`config.mk`:
```
export PLATFORM = sky130hd
export DESIGN_NAME = vram_arbiter_flat
export DESIGN_NICKNAME = d
export VERILOG_FILES = /design/src/rtl/vram_arbiter_pkg.sv /design/src/rtl/vram_arbiter_if.sv /design/src/rtl/vram_arbiter.sv /design/src/flat_wrapper.sv
export SDC_FILE = /design/constraint.sdc
export NUM_CORES = 1
export LEC_CHECK = 0
export ABC_AREA = 1
export BUFFER_PORTS_ARGS = -buffer_cell sky130_fd_sc_hd__buf_2
export CAP_MARGIN = 40
export CELL_PAD_IN_SITES_DETAIL_PLACEMENT = 0
export CELL_PAD_IN_SITES_GLOBAL_PLACEMENT = 2
export CORE_ASPECT_RATIO = 0.7
export CORE_MARGIN = 8
export CORE_UTILIZATION = 18
export DETAILED_ROUTE_END_ITERATION = 7
export MAX_ROUTING_LAYER = met4
export PLACE_DENSITY_LB_ADDON = 0.25
export SLEW_MARGIN = 5
export SYNTH_ARGS = -nofsm -noshare
export SYNTH_HDL_FRONTEND = slang
export SYNTH_SLANG_ARGS = --single-unit
```
`constraint.sdc`:
```
create_clock -name clk -period 1.2 [get_ports clk]
set_clock_uncertainty 0.1 [all_clocks]
set_input_delay 0.12 -clock clk [delete_from_list [all_inputs] [get_ports clk]]
set_output_delay 0.12 -clock clk [all_outputs]
set_load 0.01 [all_outputs]
```
`src/rtl/vram_arbiter_pkg.sv`:
```
// Shared types for the VRAM port arbiter: arbitration FSM states, read-return tags,
// and the width of the starvation counter.
package vram_arb_pkg;

    localparam int unsigned STARVE_W = 4;

    typedef enum logic {
        ARB_NORMAL,
        ARB_FORCE_CPU
    } arb_state_e;

    typedef enum logic [1:0] {
        RTAG_NONE,
        RTAG_CPU,
        RTAG_PPU
    } rtag_e;

    localparam logic [STARVE_W-1:0] STARVE_SAT = '1;

endpackage

```
`src/rtl/vram_arbiter_if.sv`:
```
// Bundle of CPU, PPU and RAM-port signals around the VRAM arbiter.
// The slave view belongs to the arbiter; the master view belongs to the requesters and the RAM.
interface vram_arbiter_if #(
    parameter int unsigned ADDR_W = 15,
    parameter int unsigned DATA_W = 8
);
    logic              cpu_req;
    logic              cpu_we;
    logic [ADDR_W-1:0] cpu_addr;
    logic [DATA_W-1:0] cpu_wdata;
    logic              cpu_rdy;
    logic [DATA_W-1:0] cpu_rdata;
    logic              cpu_rvalid;

    logic              ppu_req;
    logic [ADDR_W-1:0] ppu_addr;
    logic              ppu_gnt;
    logic [DATA_W-1:0] ppu_rdata;
    logic              ppu_rvalid;

    logic [ADDR_W-1:0] mem_addr;
    logic [DATA_W-1:0] mem_wdata;
    logic              mem_we;
    logic [DATA_W-1:0] mem_q;

    modport slave (
        input  cpu_req, cpu_we, cpu_addr, cpu_wdata,
        input  ppu_req, ppu_addr,
        input  mem_q,
        output cpu_rdy, cpu_rdata, cpu_rvalid,
        output ppu_gnt, ppu_rdata, ppu_rvalid,
        output mem_addr, mem_wdata, mem_we
    );

    modport master (
        output cpu_req, cpu_we, cpu_addr, cpu_wdata,
        output ppu_req, ppu_addr,
        output mem_q,
        input  cpu_rdy, cpu_rdata, cpu_rvalid,
        input  ppu_gnt, ppu_rdata, ppu_rvalid,
        input  mem_addr, mem_wdata, mem_we
    );

endinterface

```
`src/rtl/vram_arbiter.sv`:
```
// Shares one VRAM port between the 6502 and the PPU character fetcher: PPU wins by default,
// a starvation counter forces a CPU grant after MAX_CPU_WAIT consecutive denials.
module vram_arbiter
    import vram_arb_pkg::*;
#(
    parameter int unsigned ADDR_W       = 15,
    parameter int unsigned DATA_W       = 8,
    parameter int unsigned MAX_CPU_WAIT = 4
) (
    input  logic          clk,
    input  logic          reset,
    vram_arbiter_if.slave bus
);

    localparam logic [STARVE_W-1:0] STARVE_LIMIT = STARVE_W'(MAX_CPU_WAIT - 1);

    arb_state_e          state_q;
    arb_state_e          state_d;
    logic [STARVE_W-1:0] starve_q;
    logic [STARVE_W-1:0] starve_d;
    rtag_e               rtag_q;
    rtag_e               rtag_d;
    logic [ADDR_W-1:0]   mem_addr_q;
    logic [ADDR_W-1:0]   mem_addr_d;
    logic [DATA_W-1:0]   rdata;
    logic                cpu_gnt;
    logic                ppu_gnt;

    // State register
    always_ff @(posedge clk or posedge reset) begin
        if (reset) begin
            state_q <= ARB_NORMAL;
        end else begin
            state_q <= state_d;
        end
    end

    // Next-state logic
    always_comb begin
        state_d = state_q;
        unique case (state_q)
            ARB_NORMAL: begin
                if (bus.cpu_req && !cpu_gnt && (starve_q == STARVE_LIMIT)) begin
                    state_d = ARB_FORCE_CPU;
                end
            end
            ARB_FORCE_CPU: begin
                if (cpu_gnt || !bus.cpu_req) begin
                    state_d = ARB_NORMAL;
                end
            end
            default: state_d = ARB_NORMAL;
        endcase
    end

    // Grant decision; nothing is granted while reset is held
    always_comb begin
        cpu_gnt = 1'b0;
        ppu_gnt = 1'b0;
        if (!reset) begin
            unique case (state_q)
                ARB_NORMAL: begin
                    ppu_gnt = bus.ppu_req;
                    cpu_gnt = bus.cpu_req && !bus.ppu_req;
                end
                ARB_FORCE_CPU: begin
                    cpu_gnt = bus.cpu_req;
                end
                default: begin
                    cpu_gnt = 1'b0;
                    ppu_gnt = 1'b0;
                end
            endcase
        end
    end

    always_comb begin
        starve_d = starve_q;
        if (!bus.cpu_req || cpu_gnt) begin
            starve_d = '0;
        end else if (starve_q != STARVE_SAT) begin
            starve_d = starve_q + STARVE_W'(1);
        end
    end

    always_comb begin
        mem_addr_d = mem_addr_q;
        if (cpu_gnt) begin
            mem_addr_d = bus.cpu_addr;
        end else if (ppu_gnt) begin
            mem_addr_d = bus.ppu_addr;
        end
    end

    always_comb begin
        rtag_d = RTAG_NONE;
        if (cpu_gnt && !bus.cpu_we) begin
            rtag_d = RTAG_CPU;
        end else if (ppu_gnt) begin
            rtag_d = RTAG_PPU;
        end
    end

    always_ff @(posedge clk or posedge reset) begin
        if (reset) begin
            starve_q   <= '0;
            rtag_q     <= RTAG_NONE;
            mem_addr_q <= '0;
        end else begin
            starve_q   <= starve_d;
            rtag_q     <= rtag_d;
            mem_addr_q <= mem_addr_d;
        end
    end

    // Output logic; the address register only supplies the idle-cycle address
    always_comb begin
        rdata          = bus.mem_q;
        bus.mem_addr   = mem_addr_d;
        bus.mem_we     = cpu_gnt && bus.cpu_we;
        bus.mem_wdata  = cpu_gnt ? bus.cpu_wdata : '0;
        bus.cpu_rdy    = !bus.cpu_req || cpu_gnt;
        bus.ppu_gnt    = ppu_gnt;
        bus.cpu_rvalid = (rtag_q == RTAG_CPU);
        bus.ppu_rvalid = (rtag_q == RTAG_PPU);
        bus.cpu_rdata  = rdata;
        bus.ppu_rdata  = rdata;
    end

endmodule

```
`src/flat_wrapper.sv`:
```
// flat-port wrapper written by rule: the top's interface ports become plain ports
module vram_arbiter_flat import vram_arb_pkg::*;
#(
    parameter int unsigned ADDR_W       = 15,
    parameter int unsigned DATA_W       = 8,
    parameter int unsigned MAX_CPU_WAIT = 4
)
  (clk, reset, bus_cpu_req, bus_cpu_we, bus_cpu_addr, bus_cpu_wdata, bus_ppu_req, bus_ppu_addr, bus_mem_q, bus_cpu_rdy, bus_cpu_rdata, bus_cpu_rvalid, bus_ppu_gnt, bus_ppu_rdata, bus_ppu_rvalid, bus_mem_addr, bus_mem_wdata, bus_mem_we);
  vram_arbiter_if #(.ADDR_W(ADDR_W), .DATA_W(DATA_W)) bus_i ();
  input  logic clk;
  input  logic reset;
  input wire logic [$bits(bus_i.cpu_req)-1:0] bus_cpu_req;
  input wire logic [$bits(bus_i.cpu_we)-1:0] bus_cpu_we;
  input wire logic [$bits(bus_i.cpu_addr)-1:0] bus_cpu_addr;
  input wire logic [$bits(bus_i.cpu_wdata)-1:0] bus_cpu_wdata;
  input wire logic [$bits(bus_i.ppu_req)-1:0] bus_ppu_req;
  input wire logic [$bits(bus_i.ppu_addr)-1:0] bus_ppu_addr;
  input wire logic [$bits(bus_i.mem_q)-1:0] bus_mem_q;
  output wire logic [$bits(bus_i.cpu_rdy)-1:0] bus_cpu_rdy;
  output wire logic [$bits(bus_i.cpu_rdata)-1:0] bus_cpu_rdata;
  output wire logic [$bits(bus_i.cpu_rvalid)-1:0] bus_cpu_rvalid;
  output wire logic [$bits(bus_i.ppu_gnt)-1:0] bus_ppu_gnt;
  output wire logic [$bits(bus_i.ppu_rdata)-1:0] bus_ppu_rdata;
  output wire logic [$bits(bus_i.ppu_rvalid)-1:0] bus_ppu_rvalid;
  output wire logic [$bits(bus_i.mem_addr)-1:0] bus_mem_addr;
  output wire logic [$bits(bus_i.mem_wdata)-1:0] bus_mem_wdata;
  output wire logic [$bits(bus_i.mem_we)-1:0] bus_mem_we;
  assign bus_i.cpu_req = bus_cpu_req;
  assign bus_i.cpu_we = bus_cpu_we;
  assign bus_i.cpu_addr = bus_cpu_addr;
  assign bus_i.cpu_wdata = bus_cpu_wdata;
  assign bus_i.ppu_req = bus_ppu_req;
  assign bus_i.ppu_addr = bus_ppu_addr;
  assign bus_i.mem_q = bus_mem_q;
  assign bus_cpu_rdy = bus_i.cpu_rdy;
  assign bus_cpu_rdata = bus_i.cpu_rdata;
  assign bus_cpu_rvalid = bus_i.cpu_rvalid;
  assign bus_ppu_gnt = bus_i.ppu_gnt;
  assign bus_ppu_rdata = bus_i.ppu_rdata;
  assign bus_ppu_rvalid = bus_i.ppu_rvalid;
  assign bus_mem_addr = bus_i.mem_addr;
  assign bus_mem_wdata = bus_i.mem_wdata;
  assign bus_mem_we = bus_i.mem_we;
  vram_arbiter #(.ADDR_W(ADDR_W), .DATA_W(DATA_W), .MAX_CPU_WAIT(MAX_CPU_WAIT)) u_core (.clk(clk), .reset(reset), .bus(bus_i));
endmodule
```
==> flow_summary_export.csv, run 1 <==
group,metric,value,unit
run_status,status,"complete, but fails checks",
run_status,violations,"hold timing, setup timing",
final_layout,drive_above_1_share,59.3,%
sta,timing.final.crit_share,141,%
yosys,avgSynthCellArea,6.85,um2
clock_network,ctsHoldBuffers,5,
place,dp_slack,-207,ps
sta,tns,-14180,ps
sta,hold_violations,9,
sta,maxSlewViolCount,0,
clock_network,cts-root-buf,"clkbuf_8",
floorplan,die_h,90.1,um
floorplan,die-area,0.0110,mm2
yosys,synth_edf_count,0,
detailed_routing,viasPerCell,3.82,
floorplan,initial_core_util,18.2,%
critical_path,path_class,"flip-flop to primary output",
yosys,ys_ff_latch,22,
final_layout,antenna_cells,0,
sta,rsz0062_at_grt,"yes",
global_route,grt_usage,9.06,%
critical_path,crit_start,"u_core.state_q",
yosys,yosysTopAreaCell,"dfrtp_1",
yosys,syn_inst,206,
power,vdd_ir_drop_max,572,uV
sta,worst_pin_slew,281,ps
critical_path,cp_top_family,"buffers and inverters",
critical_path,path_max_fanout,5,
min_path,min_path_type,"input pin to flip-flop",
yosys,synth_top_area_share,39.0,%
yosys,synth_flop_cell,"dfrtp_1",
sta,relSlewSlack,81.2,%
final_layout,nNetsFinal,350,
yosys,post-synth-top-count-cell,"nand2_1",
yosys,synth_area_leaders,"dfrtp_1, nand2_1, inv_1, nand3_1, buf_4",
sta,setup_viol,46,
yosys,yosysSeqAreaShare,39.0,%
yosys,ys_types,19,
power,leakage,0.00147,uW
clock_network,htreeDepth,1,
critical_path,crit_buf_inv,4,
clock_network,cts_tree,"built",
critical_path,reg2reg_from,"u_core.state_q",
yosys,synth-warning-count,0,
floorplan,placementRows,27,
min_path,min-delay-start,"bus_cpu_addr[14]",
yosys,yosys-top-cells-count,"nand2_1, inv_1, nand3_1, dfrtp_1, nor2_1",
place,port_buffers,70,
critical_path,cp-end-kind,"primary output",
global_route,grt_max_degree,18,
detailed_routing,drcViolationCount,0,
floorplan,core_area,0.00774,mm2
yosys,async_flop_share,100,%
global_route,antenna_found_initial,0,
yosys,synth_area,0.00141,mm2
clock_network,cts.clk_slew.worst_paths,90,ps
critical_path,cp_slowest_cell,"dfrtp_1",
floorplan,io_pins,95,
global_route,grt_pass1_vias,1622,
final_layout,area_growth,91.6,%
final_layout,final_area,0.00270,mm2
place,placed_cell_area,0.00196,mm2
critical_path,cp.arrival,1480,ps
global_route,grt_pass1_wl,7880,um
flow_run,max_cap_violations,0,
detailed_routing,wl_per_cell,12.5,um
detailed_routing,wl,4970,um
sta,holdWs,-27.7,ps
critical_path,cp.required,980,ps
sta,layout_min_cycle_time,1700,ps
clock_network,cts_buffers,3,
critical_path,startpoint_type,"flip-flop",
floorplan,dieWidth,122,um
critical_path,path_cells,"inv_2 > nand2_4 > nand3_4 > buf_12 > clkbuf_16 > nor2_1 > buf_2",
detailed_routing,drt_iter0_drc,26,
sta,fmax,589,MHz
detailed_routing,antenna_left,0,
clock_network,clk_latency,270,ps
place,hpwlAfterDp,3580,um
sta,setup_slack,-497,ps
yosys,synth_fp_nets,258,
global_route,overflow,0,
final_layout,utilization,35.0,%
critical_path,cpPeakStageDelay,390,ps
detailed_routing,vias,1520,
clock_network,cts_sinks,22,
clock_network,clk_path_buf_depth,2,
detailed_routing,drt_first_pass_iters,4,
power,fin_total_pwr,2620,uW
power,pwr_density_cell,967,mW/mm2
place,globalplace.congestion,0.779,
-- cell type report --
| cell class | count | area, um2 |
|---|---|---|
| fill | 839 | 5030 |
| timing repair buffer | 108 | 908 |
| multi-input combinational | 111 | 827 |
| sequential | 22 | 551 |
| inverter | 51 | 209 |
| tap | 101 | 126 |
| clock buffer | 3 | 41.3 |
| clock inverter | 1 | 30.0 |
| timing repair inverter | 1 | 11.3 |
-- per-stage QoR --
step	hold slack, ps	instances
floorplan	83.6	206
global placement	129	375
detailed placement	118	375
CTS	-41.8	393
global route	-36.8	398
finish	-27.7	398
-- power breakdown --
| group | switching, uW | internal, uW | total (uW) | leakage (uW) |
|---|---|---|---|---|
| registers | 29.0 | 835 | 864 | 0.000268 |
| clock network | 268 | 446 | 714 | 0.0000357 |
| logic | 489 | 548 | 1040 | 0.00117 |
-- sequential cells by signal, indices dropped and copies added (netlist names) --
register / count
u_core.starve_q: 4
u_core.mem_addr_q: 15
u_core.rtag_q: 2
u_core.state_q: 1
-- path summary, 6_finish.rpt --
path                       cells after the start                     to  slack, ps
setup / recovery                               7       bus_mem_wdata[1]       -500
hold / removal                                 3  u_core.mem_addr_q[14]        -30
setup reg to reg                               8  u_core.mem_addr_q[12]       -310
hold reg to reg                                4   u_core.mem_addr_q[2]        490
max in group asynchronous                      5  u_core.mem_addr_q[13]        270
min in group asynchronous                      4  u_core.mem_addr_q[11]        410
-- placed cells by master, fill, tap and decap left out --
master,Yosys,routed
buf_2,5,48
a21oi_1,2,1
clkbuf_8,0,3
buf_6,1,30
inv_1,48,47
buf_4,16,18
nand2_4,0,2
clkbuf_16,0,1
ha_4,0,1
xor2_2,0,1
inv_2,2,2
nand2_2,1,22
nand2_8,0,1
nor2_4,1,9
a21boi_0,1,1
nor2_1,17,6
nand3_1,32,10
o21ai_0,4,2
buf_12,0,6
inv_12,0,1
dfrtp_1,22,22
nand2_1,49,25
inv_8,0,1
nand3_2,1,19
dlygate4sd3_1,0,5
nor2_2,0,3
a21oi_2,0,1
bufinv_16,0,1
o21ai_1,0,2
nand3_4,1,5
clkinv_4,0,1
-- metal layers --
metal / vias to the layer above / part of all wire [%] / global-route usage (%)
met5: - / 0 / -
met4: 0 / 0.88 / 2.15
met3: 2 / 6.6 / 2.31
met2: 49 / 47 / 13.9
met1: 694 / 45 / 11.6
li1: 775 / - / -
-- repair_timing --
| action | 4_1_cts | 5_1_grt |
|---|---|---|
| buffers inserted | 8 | 4 |
| pin swaps | 4 | 14 |
| gates resized for setup | 39 | 72 |
| endpoints found under the hold margin | 34 | 9 |
| gates cloned | 1 | 2 |
| setup endpoints to repair | 46 | 48 |
-- kinds of logic (layout without fill, tap and decap cells) --
| logic type | Yosys count | after routing | share of synthesized area, % |
|---|---|---|---|
| XOR/XNOR | 1 | 1 | 0.621 |
| buffers and inverters | 73 | 164 | 24.7 |
| AO/OA/AOI/OAI | 7 | 7 | 2.66 |
| AND/OR/NAND/NOR | 102 | 102 | 32.1 |
| flip-flops | 22 | 22 | 39.0 |
| adder cells (fa/ha/maj) | 1 | 1 | 0.886 |
-- worst reg2reg max path, cell delays in order (launching register included) --
cell and delay (ps):
dfrtp_1 410, buf_6 130, nor2_4 150, buf_12 140, nand3_1 110, nand3_4 80, nand2_2 60, buf_4 130
buf_4 120
Power figures use the tool's default switching activity.
==> inputs of run 2 (changes only) <==
CORE_UTILIZATION = 19   (was 18)
CTS_BUF_LIST = sky130_fd_sc_hd__clkbuf_4   (was not set)
==> run 2 against run 1 <==
  * The flow still finishes with violations (hold timing, setup timing)
  * Utilization down 5.2 points
  * Final cell count down 4.5%
  * Global-route usage up 0.20 points
  * Hold slack worse by 71 ps
  * Design area down 20%
  * Power down 15%
  * Non-clock buffer count down 14
  * Sequential power about the same
  * Count of clock-buffer cells in the layout unchanged
  * Sequential cell count unchanged
  * Clock power down 17%
  * Largest power group is now sequential cells
  * Highest routed layer unchanged
==> flow_summary_export.csv, run 2 (synthesis results as in run 1) <==
group,metric,value,unit
critical_path,cp-end-kind,"primary output",
global_route,grt_pass1_vias,1560,
clock_network,clk_latency,320,ps
sta,timing.final.crit_share,147,%
clock_network,ctsHoldBuffers,4,
sta,setup_slack,-570,ps
power,pwr_density_cell,1020,mW/mm2
detailed_routing,drcViolationCount,0,
sta,rsz0062_at_grt,"yes",
power,comb_power_share,34.2,%
detailed_routing,drt_first_pass_iters,4,
place,hpwlAfterDp,3490,um
sta,maxSlewViolCount,0,
sta,fmax,565,MHz
detailed_routing,wl,4590,um
final_layout,layout_common_cells,"buf_2, inv_1, nand2_1, dfrtp_1, nand3_1",
sta,hold_violations,13,
final_layout,fin_cells,380,
critical_path,reg2reg_from,"u_core.state_q",
place,globalplace.congestion,0.732,
power,switchingPower,681,uW
power,p_int,1530,uW
floorplan,core_area,0.00725,mm2
final_layout,largest_reg_flops,15,
final_layout,fillers,821,
floorplan,io_pins,95,
power,p_sw_share,30.8,%
sta,setup_viol,45,
critical_path,path_max_fanout,5,
floorplan,die_h,88.1,um
critical_path,crit_start,"u_core.state_q",
final_layout,utilization,29.8,%
global_route,grt_max_degree,16,
critical_path,cpPeakStageDelay,450,ps
global_route,antenna_found_initial,0,
clock_network,htreeDepth,1,
place,dp_cells,370,
final_layout,nNetsFinal,335,
min_path,min-delay-start,"bus_cpu_addr[4]",
detailed_routing,wl_per_cell,12.1,um
critical_path,cp.required,980,ps
floorplan,placementRows,26,
final_layout,area_growth,53.0,%
place,port_buffers,70,
final_layout,reg_top3,"u_core.mem_addr_q x15, u_core.starve_q x4, u_core.rtag_q x2",
clock_network,clk_path_buf_depth,2,
sta,layout_min_cycle_time,1770,ps
power,clockPowerShare,26.8,%
detailed_routing,antenna_left,0,
critical_path,startpoint_type,"flip-flop",
global_route,grt_usage,9.26,%
global_route,grt_pass1_wl,7450,um
final_layout,drive_above_1_share,48.6,%
run_status,status,"complete, but fails checks",
floorplan,dieWidth,119,um
clock_network,cts_sinks,22,
critical_path,cp.arrival,1550,ps
sta,relSlewSlack,75.7,%
final_layout,final_common_cell,"buf_2",
critical_path,path_cells,"inv_2 > nand2_4 > nand3_4 > buf_4 > nand3_1 > nand2_2 > buf_2",
sta,holdWs,-99.0,ps
flow_run,max_cap_violations,0,
detailed_routing,drt_iter0_drc,35,
clock_network,cts.clk_slew.worst_paths,140,ps
final_layout,multi_input_area,641,um2
clock_network,cts_buffers,3,
critical_path,path_class,"flip-flop to primary output",
clock_network,cts_tree,"built",
final_layout,register_area,551,um2
critical_path,cp_slowest_cell,"dfrtp_1",
min_path,min_path_type,"input pin to flip-flop",
detailed_routing,vias,1430,
run_status,violations,"hold timing, setup timing",
clock_network,cts-root-buf,"clkbuf_4",
floorplan,initial_core_util,19.5,%
power,leakage,0.00128,uW
final_layout,regMostFlops,"u_core.mem_addr_q",
power,vdd_ir_drop_max,594,uV
sta,worst_pin_slew,364,ps
global_route,overflow,0,
final_layout,antenna_cells,0,
detailed_routing,viasPerCell,3.76,
power,p_seq_share,39.0,%
floorplan,die-area,0.0105,mm2
run 2: cell types whose count changed in the layout (fill, tap and decap cells not counted), sizes merged:
cell         previous run  this run
dlygate4sd3             5         4
clkinv                  1         0
clkbuf                  4         3
buf                   102        90
run 2: critical path: cells and delay by family (launching register included):
family / cells / cell delay [ps]
flip-flops: 1 / 450
buffers and inverters: 3 / 420
AND/OR/NAND/NOR: 4 / 350
run 2: final cells by class:
type                            count  share of cell area, %
Inverter                           51                   9.21
Tap cell                           98                   5.68
Multi-Input combinational cell    111                   29.7
Clock buffer                        3                   1.04
Clock inverter                      1                   1.39
Timing Repair Buffer               94                   27.5
Sequential cell                    22                   25.5
run 2: path summary, 6_finish.rpt:
check / endpoint / slack [ps] / depth (start not counted)
hold / removal: u_core.mem_addr_q[4] / -100 / 3
max in group asynchronous: u_core.rtag_q[1] / 280 / 5
setup reg to reg: u_core.mem_addr_q[12] / -200 / 7
min in group asynchronous: u_core.mem_addr_q[6] / 350 / 4
setup / recovery: bus_mem_addr[11] / -570 / 7
hold reg to reg: u_core.mem_addr_q[14] / 500 / 4
run 2: routing by layer:
layer / routed length [um] / global-route usage (%)
met5: 0 / -
met3: 227 / 2.58
met4: 44 / 2.29
met1: 2360 / 11.7
met2: 1950 / 14.4
run 2: power by group through the flow:
| stage | registers (uW) | logic, uW | clock network [uW] |
|---|---|---|---|
| after floorplan | 873 | 419 | 0 |
| after global placement | 878 | 688 | 0 |
| after detailed placement | 878 | 685 | 0 |
| after CTS | 862 | 707 | 615 |
| after global routing | 876 | 850 | 656 |
| final | 863 | 755 | 593 |
run 2: timing repair:
action / in CTS / in global routing
hold endpoints to repair: 38 / 18
pin swaps: 0 / 2
setup endpoints to repair: 45 / 49
setup buffers: 0 / 2
resized for setup: 3 / 28
run 2: metrics by stage:
| stage | power, uW | area [um2] | setup WS [ps] | TNS [ps] | hold slack (ps) |
|---|---|---|---|---|---|
| 4_1_cts | 2180 | 2040 | -595 | -15910 | -109 |
| 3_5_place_dp | 1560 | 1940 | -207 | -5400 | 96.8 |
| 3_3_place_gp | 1570 | 1940 | -172 | -3570 | 100 |
| 2_1_floorplan | 1290 | 1460 | -33.2 | -851 | 83.6 |
| 6_report | 2210 | 2160 | -570 | -14830 | -99.0 |
| 5_1_grt | 2380 | 2160 | -688 | -19500 | -116 |
==> inputs of run 3 (changes only) <==
ABC_AREA = not set   (was 1)
CORE_MARGIN = 2   (was 8)
CORE_UTILIZATION = 21   (was 19)
==> run 3 against run 2 <==
  * The flow still finishes with violations (hold timing, setup timing)
  * Non-clock buffer count did not move
  * Synthesized area fell by 7.1%
  * Sequential cell count did not move
  * Critical path depth fell by 1
  * Synthesized cell count fell by 49%
  * Critical endpoint is now bus_mem_addr[8]
==> flow_summary_export.csv, run 3 <==
group,metric,value,unit
run_status,status,"complete, but fails checks",
run_status,violations,"hold timing, setup timing",
final_layout,layout_common_cells,"buf_2, mux2_4, buf_6, dfrtp_1, buf_4",
place,globalplace.congestion,0.708,
final_layout,drive_above_1_share,77.2,%
floorplan,io_pins,95,
final_layout,regMostFlops,"u_core.mem_addr_q",
yosys,synth_area_leaders,"dfrtp_1, mux2_2, mux2_4, buf_4, and2_1",
critical_path,r2r.worst_path.cells,6,
clock_network,cts_tree,"built",
clock_network,cts_buffers,3,
global_route,grt_pass1_vias,1128,
yosys,ys_ff_latch,22,
critical_path,startpoint_type,"flip-flop",
critical_path,cpPeakStageDelay,430,ps
detailed_routing,viasPerCell,4.11,
detailed_routing,antenna_left,0,
power,fin_total_pwr,2120,uW
floorplan,dieWidth,98.4,um
yosys,avgSynthCellArea,12.5,um2
min_path,holdPathStages,2,
critical_path,path_max_fanout,8,
detailed_routing,drcViolationCount,0,
yosys,syn_inst,105,
critical_path,cp-end-kind,"primary output",
yosys,synth-warning-count,0,
final_layout,final_area,0.00212,mm2
power,pwr_density_cell,999,mW/mm2
power,vdd_ir_drop_max,320,uV
critical_path,cp_common_cell,"mux2_4",
critical_path,cp.arrival,1920,ps
floorplan,die-area,0.00690,mm2
floorplan,core_area,0.00613,mm2
sta,timing.final.crit_share,179,%
clock_network,cts_sinks,22,
detailed_routing,drt_first_pass_iters,4,
global_route,overflow,0,
critical_path,path_depth,6,
sta,fmax,466,MHz
final_layout,final_common_cell,"buf_2",
yosys,yosysSeqAreaShare,42.0,%
place,dp_slack,-633,ps
final_layout,reg_top3,"u_core.mem_addr_q x15, u_core.starve_q x4, u_core.rtag_q x2",
sta,hold_violations,13,
sta,setup_viol,47,
yosys,synth_edf_count,0,
flow_run,max_cap_violations,0,
final_layout,antenna_cells,0,
critical_path,cp.required,980,ps
sta,setup_slack,-944,ps
clock_network,htreeDepth,1,
clock_network,ctsHoldBuffers,3,
global_route,antenna_found_initial,0,
final_layout,fin_cells,262,
sta,maxSlewViolCount,0,
clock_network,cts-root-buf,"clkbuf_4",
detailed_routing,wl_per_cell,13.2,um
final_layout,largest_reg_flops,15,
sta,worst_pin_slew,296,ps
yosys,synth_top_area_share,42.0,%
global_route,grt_usage,10.3,%
global_route,grt_pass1_wl,5500,um
clock_network,clk_latency,300,ps
yosys,async_flop_share,100,%
final_layout,utilization,34.7,%
critical_path,cp_slowest_cell,"dfrtp_1",
detailed_routing,drt_iter0_drc,35,
yosys,yosys-top-cells-count,"dfrtp_1, mux2_2, buf_4, and2_1, mux2_4",
place,hpwlAfterDp,2360,um
critical_path,crit_buf_inv,3,
final_layout,area_growth,61.9,%
yosys,ys_types,22,
sta,layout_min_cycle_time,2140,ps
power,leakage,0.00108,uW
critical_path,cp_top_family,"multiplexers",
place,placed_cell_area,0.00175,mm2
clock_network,clk_path_buf_depth,2,
place,dp_cells,242,
place,port_buffers,70,
min_path,min_path_type,"input pin to flip-flop",
clock_network,cts.clk_slew.worst_paths,120,ps
sta,holdWs,-40.1,ps
yosys,synth_fp_nets,157,
yosys,post-synth-top-count-cell,"dfrtp_1",
floorplan,placementRows,24,
detailed_routing,wl,3460,um
global_route,grt_max_degree,23,
floorplan,die_h,70.1,um
floorplan,initial_core_util,21.4,%
yosys,synth_flop_cell,"dfrtp_1",
critical_path,r2r_setup_slack,-600,ps
sta,rsz0062_at_grt,"yes",
sta,relSlewSlack,80.3,%
detailed_routing,vias,1076,
critical_path,path_cells,"nor3b_4 > buf_4 > buf_12 > mux2_4 > mux2_4 > buf_6",
critical_path,path_class,"flip-flop to primary output",
final_layout,nNetsFinal,237,
yosys,synth_area,0.00131,mm2
yosys,yosysTopAreaCell,"dfrtp_1",
## run 3: cell types whose count changed after synthesis, sizes merged, moves of 2 or more
cell / delta
a21oi: -2
nand3: -32
mux2: +30
and2: +9
inv: -49
o21ai: -2
nor2b: +4
nor2: -13
buf: -4
nand2: -50
nor3b: +5
## run 3: timing repair
item                                   CTS  global route
resized for setup                       37             7
gates cloned                             2             0
endpoints found under the hold margin   39            13
pin swaps                                2             0
buffers inserted                         9             3
setup endpoints to repair               48            49
## run 3: cell families (layout without fill, tap and decap cells)
family | Yosys count | count (layout) | share of synthesized area, %
AO/OA/AOI/OAI | 3 | 3 | 1.24
XOR/XNOR | 1 | 1 | 0.668
AND/OR/NAND/NOR | 27 | 27 | 13.9
adder cells (fa/ha/maj) | 1 | 1 | 0.954
multiplexers | 31 | 31 | 29.1
buffers and inverters | 20 | 99 | 12.1
flip-flops | 22 | 22 | 42.0
## run 3: power breakdown
group          leakage, uW  switching (uW)  internal, uW
Sequential        0.000270            28.9           840
Combinational     0.000796             318           593
Clock            0.0000154             221           121
Total              0.00108             568          1550
## run 3: layout make-up
type / instances / area (um2)
fillers: 626 / 4000
well taps: 78 / 97.6
clock inverters: 1 / 3.75
inverters: 1 / 3.75
clock buffers: 3 / 22.5
repair buffers: 94 / 709
flip-flops and latches: 22 / 551
multi-input cells: 63 / 736
## run 3: final timing paths
check,startpoint,endpoint
setup / recovery,u_core.state_q,bus_mem_addr[8]
hold / removal,bus_cpu_addr[10],u_core.mem_addr_q[10]
setup reg to reg,u_core.state_q,u_core.mem_addr_q[8]
hold reg to reg,u_core.starve_q[3],u_core.starve_q[3]
max in group asynchronous,reset,u_core.mem_addr_q[2]
min in group asynchronous,reset,u_core.rtag_q[1]
## run 3: per-stage QoR
stage / TNS (ps) / hold WS (ps)
after floorplan: -17690 / 9.23
after global placement: -18680 / 140
after detailed placement: -20020 / 140
after CTS: -31000 / -65.5
after global routing: -33320 / -66.3
final: -29620 / -40.1
## run 3: worst register-to-register path, stage by stage (launching register included)
cell and delay (ps):
dfrtp_1 430, nor3b_4 200, buf_4 150, buf_12 130, mux2_4 300, mux2_4 290
buf_6 120
## run 3: layer usage
| metal | wire (um) | track usage, % |
|---|---|---|
| met1 | 1510 | 13.2 |
| met2 | 1590 | 15.3 |
| met3 | 299 | 3.50 |
| met4 | 48 | 3.20 |
| met5 | 0 | - |
